<file path="src/rtl/rvc_asap_pkg.sv">
// -----------------------------------------------------------------------------
// rvc_asap_pkg
// Shared constants and types for the rvc_asap_5pl VGA raster path.
//   - 640x480@60 Hz timing constants (pixels / lines)
//   - VGA memory geometry (80 words per 4-row band, 9600 words total)
//   - t_rgb12 : packed {r,g,b} 4-bit colour triple
//   - vga_word_addr() : (row, group) -> VGA memory word index
// -----------------------------------------------------------------------------
package rvc_asap_pkg;

   localparam int VGA_H_VIS  = 640;
   localparam int VGA_H_FP   = 16;
   localparam int VGA_H_SYNC = 96;
   localparam int VGA_H_BP   = 48;
   localparam int VGA_V_VIS  = 480;
   localparam int VGA_V_FP   = 10;
   localparam int VGA_V_SYNC = 2;
   localparam int VGA_V_BP   = 33;

   localparam int VGA_WORDS_PER_LINE = 80;
   localparam int VGA_MEM_WORDS      = 9600;

   typedef struct packed {
      logic [3:0] r;
      logic [3:0] g;
      logic [3:0] b;
   } t_rgb12;

   // Four consecutive rows share one word (one byte lane each), so the word
   // index only depends on row/4.
   function automatic logic [13:0] vga_word_addr(input logic [9:0] row,
                                                  input logic [6:0] grp);
      return 14'(row[9:2]) * 14'(VGA_WORDS_PER_LINE) + 14'(grp);
   endfunction

endpackage

</file>
<file path="src/rtl/rvc_asap_5pl_vga_timing.sv">
// -----------------------------------------------------------------------------
// rvc_asap_5pl_vga_timing
// Pixel-rate tick and horizontal/vertical counters for the VGA raster.
// Ports:
//   clock_i     core clock
//   rst_i       asynchronous active-high reset
//   pix_tick_o  high every other clock; counters advance on the edge it is high
//   hcnt_o      horizontal pixel counter 0..H_TOT-1
//   vcnt_o      vertical line counter 0..V_TOT-1
//   visible_o   current (hcnt,vcnt) lies in the active picture
//   hsync_n_o   raw horizontal sync, active-low, combinational from hcnt
//   vsync_n_o   raw vertical sync, active-low, combinational from vcnt
// Reset puts the counters 8 pixels before the end of the last line so the
// group-0 fetch for line 0 is issued by the normal fetch rule.
// -----------------------------------------------------------------------------
module rvc_asap_5pl_vga_timing
   import rvc_asap_pkg::*;
#(
   parameter int H_VIS  = VGA_H_VIS,
   parameter int H_FP   = VGA_H_FP,
   parameter int H_SYNC = VGA_H_SYNC,
   parameter int H_BP   = VGA_H_BP,
   parameter int V_VIS  = VGA_V_VIS,
   parameter int V_FP   = VGA_V_FP,
   parameter int V_SYNC = VGA_V_SYNC,
   parameter int V_BP   = VGA_V_BP
) (
   input  logic       clock_i,
   input  logic       rst_i,
   output logic       pix_tick_o,
   output logic [9:0] hcnt_o,
   output logic [9:0] vcnt_o,
   output logic       visible_o,
   output logic       hsync_n_o,
   output logic       vsync_n_o
);

   localparam int H_TOT = H_VIS + H_FP + H_SYNC + H_BP;
   localparam int V_TOT = V_VIS + V_FP + V_SYNC + V_BP;

   localparam logic [9:0] H_LAST  = 10'(H_TOT - 1);
   localparam logic [9:0] V_LAST  = 10'(V_TOT - 1);
   localparam logic [9:0] H_RST   = 10'(H_TOT - 8);
   localparam logic [9:0] H_VIS_C = 10'(H_VIS);
   localparam logic [9:0] V_VIS_C = 10'(V_VIS);
   localparam logic [9:0] HS_BEG  = 10'(H_VIS + H_FP);
   localparam logic [9:0] HS_END  = 10'(H_VIS + H_FP + H_SYNC);
   localparam logic [9:0] VS_BEG  = 10'(V_VIS + V_FP);
   localparam logic [9:0] VS_END  = 10'(V_VIS + V_FP + V_SYNC);

   logic       tick_q, tick_d;
   logic [9:0] hcnt_q, hcnt_d;
   logic [9:0] vcnt_q, vcnt_d;

   always_comb begin
      tick_d = ~tick_q;
      hcnt_d = hcnt_q;
      vcnt_d = vcnt_q;
      if (tick_q) begin
         if (hcnt_q == H_LAST) begin
            hcnt_d = '0;
            vcnt_d = (vcnt_q == V_LAST) ? '0 : vcnt_q + 10'd1;
         end else begin
            hcnt_d = hcnt_q + 10'd1;
         end
      end
   end

   always_ff @(posedge clock_i or posedge rst_i) begin
      if (rst_i) begin
         tick_q <= 1'b0;
         hcnt_q <= H_RST;
         vcnt_q <= V_LAST;
      end else begin
         tick_q <= tick_d;
         hcnt_q <= hcnt_d;
         vcnt_q <= vcnt_d;
      end
   end

   assign pix_tick_o = tick_q;
   assign hcnt_o     = hcnt_q;
   assign vcnt_o     = vcnt_q;
   assign visible_o  = (hcnt_q < H_VIS_C) && (vcnt_q < V_VIS_C);
   assign hsync_n_o  = ~((hcnt_q >= HS_BEG) && (hcnt_q < HS_END));
   assign vsync_n_o  = ~((vcnt_q >= VS_BEG) && (vcnt_q < VS_END));

endmodule

</file>
<file path="src/rtl/rvc_asap_5pl_vga_raster.sv">
// -----------------------------------------------------------------------------
// rvc_asap_5pl_vga_raster
// 640x480@60 Hz raster engine: generates timing, prefetches 1-bpp pixel words
// from the VGA memory and serialises them to the RGB / sync pins.
// Ports:
//   Clock, Rst         core clock, asynchronous active-high reset
//   RdEn, RdWordAddr   one-clock read strobe and word index into VGA memory
//   RdData             read data, valid the clock after RdEn
//   FgColor, BgColor   foreground / background colour (only with
//                      RVC_VGA_COLOR_EN defined)
//   RED, GREEN, BLUE   4-bit colour channels, 0 during blanking
//   h_sync, v_sync     active-low syncs, aligned with RGB
// Optional feature macro: RVC_VGA_COLOR_EN. When undefined a lit pixel is
// 4'hF on every channel and an unlit pixel is black.
// -----------------------------------------------------------------------------
module rvc_asap_5pl_vga_raster
   import rvc_asap_pkg::*;
#(
   parameter int H_VIS  = VGA_H_VIS,
   parameter int H_FP   = VGA_H_FP,
   parameter int H_SYNC = VGA_H_SYNC,
   parameter int H_BP   = VGA_H_BP,
   parameter int V_VIS  = VGA_V_VIS,
   parameter int V_FP   = VGA_V_FP,
   parameter int V_SYNC = VGA_V_SYNC,
   parameter int V_BP   = VGA_V_BP
) (
   input  logic        Clock,
   input  logic        Rst,
   output logic        RdEn,
   output logic [13:0] RdWordAddr,
   input  logic [31:0] RdData,
`ifdef RVC_VGA_COLOR_EN
   input  logic [11:0] FgColor,
   input  logic [11:0] BgColor,
`endif
   output logic [3:0]  RED,
   output logic [3:0]  GREEN,
   output logic [3:0]  BLUE,
   output logic        h_sync,
   output logic        v_sync
);

   localparam int H_TOT = H_VIS + H_FP + H_SYNC + H_BP;
   localparam int V_TOT = V_VIS + V_FP + V_SYNC + V_BP;

   localparam logic [9:0] H_PRE   = 10'(H_TOT - 8);
   localparam logic [9:0] V_LAST  = 10'(V_TOT - 1);
   localparam logic [9:0] V_VIS_C = 10'(V_VIS);
   localparam logic [6:0] GRP_LIM = 7'(H_VIS / 8);

   logic       pix_tick;
   logic [9:0] hcnt;
   logic [9:0] vcnt;
   logic       visible;
   logic       hsync_n;
   logic       vsync_n;

   rvc_asap_5pl_vga_timing #(
      .H_VIS (H_VIS),  .H_FP (H_FP), .H_SYNC (H_SYNC), .H_BP (H_BP),
      .V_VIS (V_VIS),  .V_FP (V_FP), .V_SYNC (V_SYNC), .V_BP (V_BP)
   ) u_timing (
      .clock_i    (Clock),
      .rst_i      (Rst),
      .pix_tick_o (pix_tick),
      .hcnt_o     (hcnt),
      .vcnt_o     (vcnt),
      .visible_o  (visible),
      .hsync_n_o  (hsync_n),
      .vsync_n_o  (vsync_n)
   );

   logic [11:0] on_col;
   logic [11:0] off_col;
`ifdef RVC_VGA_COLOR_EN
   assign on_col  = FgColor;
   assign off_col = BgColor;
`else
   assign on_col  = 12'hFFF;
   assign off_col = 12'h000;
`endif

   logic        rd_en_q,     rd_en_d;
   logic [13:0] rd_addr_q,   rd_addr_d;
   logic [1:0]  lane_q,      lane_d;
   logic        rd_pend_q,   rd_pend_d;
   logic [7:0]  next_byte_q, next_byte_d;
   logic        next_vld_q,  next_vld_d;
   logic [7:0]  shift_q,     shift_d;
   logic        vis_p0_q,    vis_p0_d;
   logic        hs_p0_q,     hs_p0_d;
   logic        vs_p0_q,     vs_p0_d;
   t_rgb12      rgb_q,       rgb_d;
   logic        hs_q,        hs_d;
   logic        vs_q,        vs_d;

   logic [6:0]  grp;
   logic [9:0]  row;
   logic        fetch;

   // Fetch request: one group ahead within the line, group 0 of the next line
   // eight pixels before the line wraps.
   always_comb begin
      grp   = hcnt[9:3] + 7'd1;
      row   = vcnt;
      fetch = 1'b0;
      if (pix_tick) begin
         if (hcnt == H_PRE) begin
            grp   = '0;
            row   = (vcnt == V_LAST) ? '0 : vcnt + 10'd1;
            fetch = 1'b1;
         end else if ((hcnt[2:0] == 3'd0) && (grp < GRP_LIM)) begin
            fetch = 1'b1;
         end
      end
      if (row >= V_VIS_C) begin
         fetch = 1'b0;
      end
   end

   always_comb begin
      rd_en_d     = fetch;
      rd_addr_d   = fetch ? vga_word_addr(row, grp) : rd_addr_q;
      lane_d      = fetch ? row[1:0] : lane_q;
      rd_pend_d   = rd_en_q;
      next_byte_d = next_byte_q;
      next_vld_d  = next_vld_q;
      shift_d     = shift_q;
      vis_p0_d    = vis_p0_q;
      hs_p0_d     = hs_p0_q;
      vs_p0_d     = vs_p0_q;
      rgb_d       = rgb_q;
      hs_d        = hs_q;
      vs_d        = vs_q;

      // Read data arrives now: keep only the byte lane of the requested row.
      if (rd_pend_q) begin
         next_byte_d = RdData[{lane_q, 3'b000} +: 8];
         next_vld_d  = 1'b1;
      end

      // Stage p0 (pixel tick): shifter presents the pixel for hcnt/vcnt,
      // flags sampled from the same counter values.
      if (pix_tick) begin
         if (visible) begin
            if (hcnt[2:0] == 3'd0) begin
               shift_d = next_vld_q ? next_byte_q : 8'h00;
               if (!rd_pend_q) begin
                  next_vld_d = 1'b0;
               end
            end else begin
               shift_d = {1'b0, shift_q[7:1]};
            end
         end
         vis_p0_d = visible;
         hs_p0_d  = hsync_n;
         vs_p0_d  = vsync_n;
      end else begin
         // Stage p1 (between ticks): colour/sync output register.
         rgb_d = vis_p0_q ? (shift_q[0] ? on_col : off_col) : 12'h000;
         hs_d  = hs_p0_q;
         vs_d  = vs_p0_q;
      end
   end

   always_ff @(posedge Clock or posedge Rst) begin
      if (Rst) begin
         rd_en_q     <= 1'b0;
         rd_addr_q   <= '0;
         lane_q      <= '0;
         rd_pend_q   <= 1'b0;
         next_byte_q <= '0;
         next_vld_q  <= 1'b0;
         shift_q     <= '0;
         vis_p0_q    <= 1'b0;
         hs_p0_q     <= 1'b1;
         vs_p0_q     <= 1'b1;
         rgb_q       <= '0;
         hs_q        <= 1'b1;
         vs_q        <= 1'b1;
      end else begin
         rd_en_q     <= rd_en_d;
         rd_addr_q   <= rd_addr_d;
         lane_q      <= lane_d;
         rd_pend_q   <= rd_pend_d;
         next_byte_q <= next_byte_d;
         next_vld_q  <= next_vld_d;
         shift_q     <= shift_d;
         vis_p0_q    <= vis_p0_d;
         hs_p0_q     <= hs_p0_d;
         vs_p0_q     <= vs_p0_d;
         rgb_q       <= rgb_d;
         hs_q        <= hs_d;
         vs_q        <= vs_d;
      end
   end

   assign RdEn       = rd_en_q;
   assign RdWordAddr = rd_addr_q;
   assign RED        = rgb_q.r;
   assign GREEN      = rgb_q.g;
   assign BLUE       = rgb_q.b;
   assign h_sync     = hs_q;
   assign v_sync     = vs_q;

endmodule

</file>
<file path="config.mk">
export PLATFORM = sky130hd
export DESIGN_NAME = rvc_asap_5pl_vga_raster
export DESIGN_NICKNAME = d
export VERILOG_FILES = /design/src/rtl/rvc_asap_pkg.sv /design/src/rtl/rvc_asap_5pl_vga_timing.sv /design/src/rtl/rvc_asap_5pl_vga_raster.sv
export SDC_FILE = /design/constraint.sdc
export NUM_CORES = 1
export LEC_CHECK = 0
export ABC_AREA = 1
export BUFFER_PORTS_ARGS = -buffer_cell sky130_fd_sc_hd__buf_4
export CAP_MARGIN = 20
export CORE_MARGIN = 2
export CORE_UTILIZATION = 35
export CTS_CLUSTER_DIAMETER = 50
export CTS_CLUSTER_SIZE = 30
export DETAILED_ROUTE_END_ITERATION = 10
export PLACE_DENSITY_LB_ADDON = 0.25
export SETUP_SLACK_MARGIN = 0.4
export SLEW_MARGIN = 25
export SYNTH_ARGS = -nofsm -noshare
export SYNTH_HDL_FRONTEND = slang
export SYNTH_HIERARCHICAL = 1
export SYNTH_SLANG_ARGS = --single-unit
</file>
<file path="constraint.sdc">
create_clock -name Clock -period 3.9 [get_ports Clock]
set_input_delay 0.39 -clock Clock [delete_from_list [all_inputs] [get_ports Clock]]
set_output_delay 0.39 -clock Clock [all_outputs]
set_load 0.02 [all_outputs]
</file>
### Word level (Yosys, flattened, before mapping)

Index checks and enable logic that the tools add are counted.

* input port bits: 34
* logic and storage cells: 64
* flip-flop bits (word level): 73

* shift operators: 1
* reductions and logical operators: 7
* $mul: 1
* equality and inequality tests: 3
* bitwise logic cells: 3
* multiplexer cells: 19
* $lt $le $gt $ge: 8
* add/subtract/negate cells: 4

Operator list (count)
* 2-to-1 mux 10 bit: 4
* variable part select 32 x 6 -> 8 bit: 1
* == test 10 bit (second input constant): 3
* 2-to-1 mux 12 bit: 2
* adder 10 x 1 -> 10 bit (second input constant): 2
* >= comparator 10 x 9 -> 1 bit (second input constant): 2
* less-than comparator 10 bit (second input constant): 2
* less-than comparator 10 x 9 -> 1 bit (second input constant): 2
* 2-to-1 mux 8 bit: 2
* adder 14 x 7 -> 14 bit: 1
* 2-to-1 mux 7 bit: 2
* >= comparator 10 bit (second input constant): 1
* multiplier 8 x 3 -> 10 bit (second input constant): 1
* 2-to-1 mux 1 bit: 9
* adder 7 x 1 -> 7 bit (second input constant): 1
* less-than comparator 7 bit (second input constant): 1
* logical AND 1 bit: 4
* AND reduction 2 bit: 2
* zero test 3 bit: 1
* NOT 1 bit: 3

### Logic depth before layout (Yosys ltp)

* depth after elaboration: 7
* depth in mapped cells: 24
* gate-level depth less buffers: 23

### Cells and area by module

Netlist, hierarchy kept.

By module, submodules not included
* rvc_asap_5pl_vga_raster: seq. area each 1031.0 um^2, instances 1, area each 3085.5 um^2, cells each 433
* rvc_asap_5pl_vga_timing: seq. area each 534.3 um^2, instances 1, area each 1312.5 um^2, cells each 170

### Least setup slack after synthesis

OpenSTA, ideal clock, no wires.

* path kind: register to register
* start point: reg u_timing.hcnt_q[3] (netlist: u_timing/hcnt_o[3])
* end point: reg rd_addr_q[13] (netlist: RdWordAddr[13])
* arrival: 3.382 ns
* setup slack: 0.401 ns
* stages on the path, launching flop included: 22
* path through: dfstp_2 -> nand2_1 -> nor2_1 -> nand3_2 -> nor2_4 -> buf_6 -> nand3_1 -> nand2_1 -> nand2_1 -> nor2_1 -> ha_1 -> ha_1 -> fa_1 -> nand4_1 -> o21ai_0 -> nand2_1 -> nor2_1 -> nand3_1 -> nand3_1 -> nand2_1 -> nand2_1 -> nand2_1

* cells in the longest elaborated chain, start to end: 7

Ends and longest elaborated chain
* start: declaration: RTL line rvc_asap_5pl_vga_timing.sv:52 `logic [9:0] hcnt_q, hcnt_d;`
* start signal: assignment: RTL line rvc_asap_5pl_vga_timing.sv:76 `hcnt_q <= hcnt_d;`
* parallel branches: the longest is 7 deep, another holds adder 14 x 7 -> 14 bit
* end signal: assignment: RTL line rvc_asap_5pl_vga_raster.sv:183 `rd_addr_q <= rd_addr_d;`
* end: declaration: RTL line rvc_asap_5pl_vga_raster.sv:84 `logic [13:0] rd_addr_q, rd_addr_d;`

Parallel ways; which one is timed is not known.
A chain may end at the register's enable or synchronous reset.

### Worst setup path in the final report

* start point: reg u_timing.hcnt_q[9] (netlist: u_timing/hcnt_o[9])
* end point: reg rd_addr_q[11] (netlist: RdWordAddr[11])

Same word-level chain as after synthesis.

==> impl_results.md <==
- Htree depth: 3
- Clock root buffer: clkbuf_16
- Slew Limit Fails: 0
- Leading cell type in the layout, fill and taps excluded: nand2_1
- DRT Wirelength: 10,640 um
- Fraction of layout cells with a size suffix above 1: 0.2559
- Worst Path Required: 4.17 ns
- Crit path max fanout: 5
- Filler cells: approximately 1,200
- CTS tree: done
- Clock sink count: 62
- Commonest cells after routing, fill and taps aside: 173 x nand2_1, 83 x buf_4, 73 x inv_1
- Initial DRC count: 180
- Hold Violations, Final: 0
- Worst-path clk slew: 0.06 ns
- Library cells used by synthesis: 41
- Outcome: finished, final reports clean
- Setup TNS Final: 0 ns
- P_leak: just under 3 nW
- Die area: 13,480 um^2
- Main combinational cell family by area after synthesis: simple AND/OR/NAND/NOR gates
- Worst Skew: 0.008428 ns
- Hold Slack: ~0.0062 ns
- Tcrit/Tclk final: 0.8546
- Met3 global-route usage: 0.03217
- CP max-delay cell: dfstp_2
- Largest net degree at the start of global routing: 35
- Port Buffers: just over 60
- DRC violations left: 0
- Detail Route Antenna Nets: 0
- Seq/Total Area, Yosys: 0.3559
- First-pass GRT wire length: 17,770 um
- Ys Warns: 6
- Routed vias/inst: 4.763
- Hold Crit Class: primary input to asynchronous set/reset pin
- #FFs+latches synth: 62
- XOR/XNOR share of the synthesized area: 0.03585
- Total power: 0.001482 W
- Multi-input logic area: around 2500 um^2
- Max Cap Viol: 0
- Synth Area in Adders: 0.07169
- Startpoint types: flip-flop
- Initial antenna violation count: 0
- Syn nets: 661
- M2 GR Usage: 0.2733
- Top FF cell, synth: dfrtp_1
- Syn Inst Count: 603
- Achievable Freq: 0.3000 GHz
- Gr usage total: 0.1642
- Synth Area per Inst: 7.293 um^2
- Dpl ws: around 0.12 ns
- Setup CP Type: flip-flop to flip-flop
- GPL Wtd Cong: 0.8591
- Compound-Gate Fraction of Synth Area: 0.06885
- CP Capture Type: flip-flop
- N_diodes: 0
- Crit path cell chain: nand2_2 -> nor2_4 -> nand3_2 -> nor2_4 -> nand3_1 -> nand2_1 -> nand2_2 -> nor2_4 -> ha_4 -> ha_4 -> fa_2 -> nand4_1 -> o21ai_2 -> nand2_1 -> nor2_2 -> buf_4 -> xor2_1 -> nand2_1 -> nand2_1
- Critical path arrival: 3.60 ns
- Synth-to-Final Area Change: 25.43%
- Setup WS post-layout: 0.5672 ns
- Die width: 116.1 um
- Slew @ Worst Pin: 0.8442 ns
- Clock latency on the worst-skew pair: 0.33 ns
- FP Rows: 40
- Core outline area: 12,160 um^2
- Synth async-reset ratio: 1.000
- Final Cell Area: 5517 um^2
- Mux cell area share after synthesis: 0
- R2R depth: 19
- Die height: around 120 um
- Slew headroom: 0.4365
- Placed Area: ~5000 um^2
- First-pass iteration count of the detailed router: 4
- Wire length per cell: 12.55 um
- Area occupied by registers: 1567 um^2
- Vias in the first global route: 3,915
- GRT met1 Usage: 0.2156
- RSZ-0062 raised after global routing: false
- Post-synthesis cell area: 4398 um^2
- Initial Utilization: 0.3616
- Pwr dens: 268.6 nW/um^2
- Final setup vio count: 0
- Simple-Gate Fraction of Synth Area: 0.3590
- Post-synth EDFFs: 0
- Final Critical Period: 3.333 ns
- Global route hottest layer: met2
- Hold_buf cts: 0
- CP most frequent cell: nand2_1
- Max IR drop VDD: 0.1898 mV
- Post-DP HPWL: 7786 um
- IO Pins: 63
- Slowest stage delay, CP: 0.57 ns
- Via count: 4,039
- Remaining Overflow, GRT: 0
- CTS max path bufs: 2
- CTS Buf Count: 9
- Final #Nets: around 730
==> registers in the layout, summed over array words and instances (netlist names) <==
| signal | count |
|---|---|
| RED | 1 |
| RdEn | 1 |
| RdWordAddr | 14 |
| h_sync | 1 |
| hs_p0_q | 1 |
| lane_q | 2 |
| next_byte_q | 8 |
| next_vld_q | 1 |
| rd_pend_q | 1 |
| shift_q | 8 |
| u_timing/hcnt_o | 10 |
| u_timing/pix_tick_o | 1 |
| u_timing/vcnt_o | 10 |
| v_sync | 1 |
| vis_p0_q | 1 |
| vs_p0_q | 1 |
==> per-layer routing <==
layer / vias up / routed length, um
li1: 2063 / -
met1: 1859 / 4952
met2: 98 / 4967
met3: 19 / 538
met4: 0 / 181
met5: - / 0
==> final timing paths <==
kind	from	to	slack (ns)
setup / recovery	u_timing/hcnt_o[9]$_DFFE_PP1P_	RdWordAddr[11]$_DFFE_PP0P_	0.57
hold / removal	Rst	RED[2]$_DFFE_PP0N_	0.006
setup reg to reg	u_timing/hcnt_o[9]$_DFFE_PP1P_	RdWordAddr[11]$_DFFE_PP0P_	0.57
hold reg to reg	RdEn$_DFF_PP0_	rd_pend_q$_DFF_PP0_	0.37
max in group asynchronous	Rst	u_timing/vcnt_o[0]$_DFFE_PP0P_	3.07
min in group Clock	RdEn$_DFF_PP0_	rd_pend_q$_DFF_PP0_	0.37
==> logic make-up (layout without fill, tap and decap cells) <==
kind of cell | after synthesis | count (layout)
simple gates | 345 | 345
buf+inv | 102 | 179
flops | 62 | 62
compound gates | 52 | 52
fa+ha+maj | 24 | 24
xor+xnor | 18 | 18
==> Yosys cell counts, types with 4 or more instances <==
master    count  area [um^2]
nor2_2        6        37.54
a31oi_1      10        62.56
buf_6         7        78.83
o21ai_2       4        35.03
inv_1        74        277.8
dfstp_2      11        289.0
inv_2         4        15.01
nor3_1        5        25.02
nand2_1     177        664.4
a21oi_1       4        20.02
nor2_4        6        67.56
buf_4        11        82.58
o21ai_1       4        20.02
xor2_1       14        122.6
ha_1         22        275.3
nand4_1      17        106.4
nand3_1      44        220.2
dfrtp_1      51         1276
xnor2_1       4        35.03
nand2_2       7        43.79
clkbuf_1      5        18.77
nor2_1       69        259.0
o21ai_0      24        120.1
==> per-stage QoR <==
stage,std cells,utilization
after floorplan,603,-
after detailed placement,818,0.4075
after global routing,848,0.4536
final,848,0.4536
after global placement,818,0.4075
after CTS,841,0.4371
==> layout make-up <==
class	instances	area share
Tap cell	168	0.03810
Inverter	78	0.05353
Timing Repair Buffer	85	0.1170
Sequential cell	62	0.2840
Clock buffer	10	0.04332
Clock inverter	6	0.008619
Multi-Input combinational cell	439	0.4554
==> worst max-delay path, delay by kind of cell (launching register included) <==
| kind | cells | cell delay, ns |
|---|---|---|
| adders and majority gates | 3 | 0.92 |
| DFF | 1 | 0.57 |
| buffers and inverters | 1 | 0.12 |
| xor gates and xnor gates | 1 | 0.14 |
| and+or+nand+nor | 13 | 1.34 |
| AOI/OAI and AO/OA | 1 | 0.18 |
==> what timing repair did <==
action	4_1_cts	5_1_grt
pin swaps	3	14
gates cloned	0	0
buffers inserted	7	7
setup endpoints to repair	3	5
resized for setup	7	29
==> power by group <==
part	switching, W	total (W)	internal, W
sequential	0.00000446	0.000654	0.000650
clock	0.000305	0.000755	0.000450
combinational	0.0000365	0.0000728	0.0000362
total	0.000346	0.00148	0.00114
No activity file was read; power rests on OpenSTA's default activity.
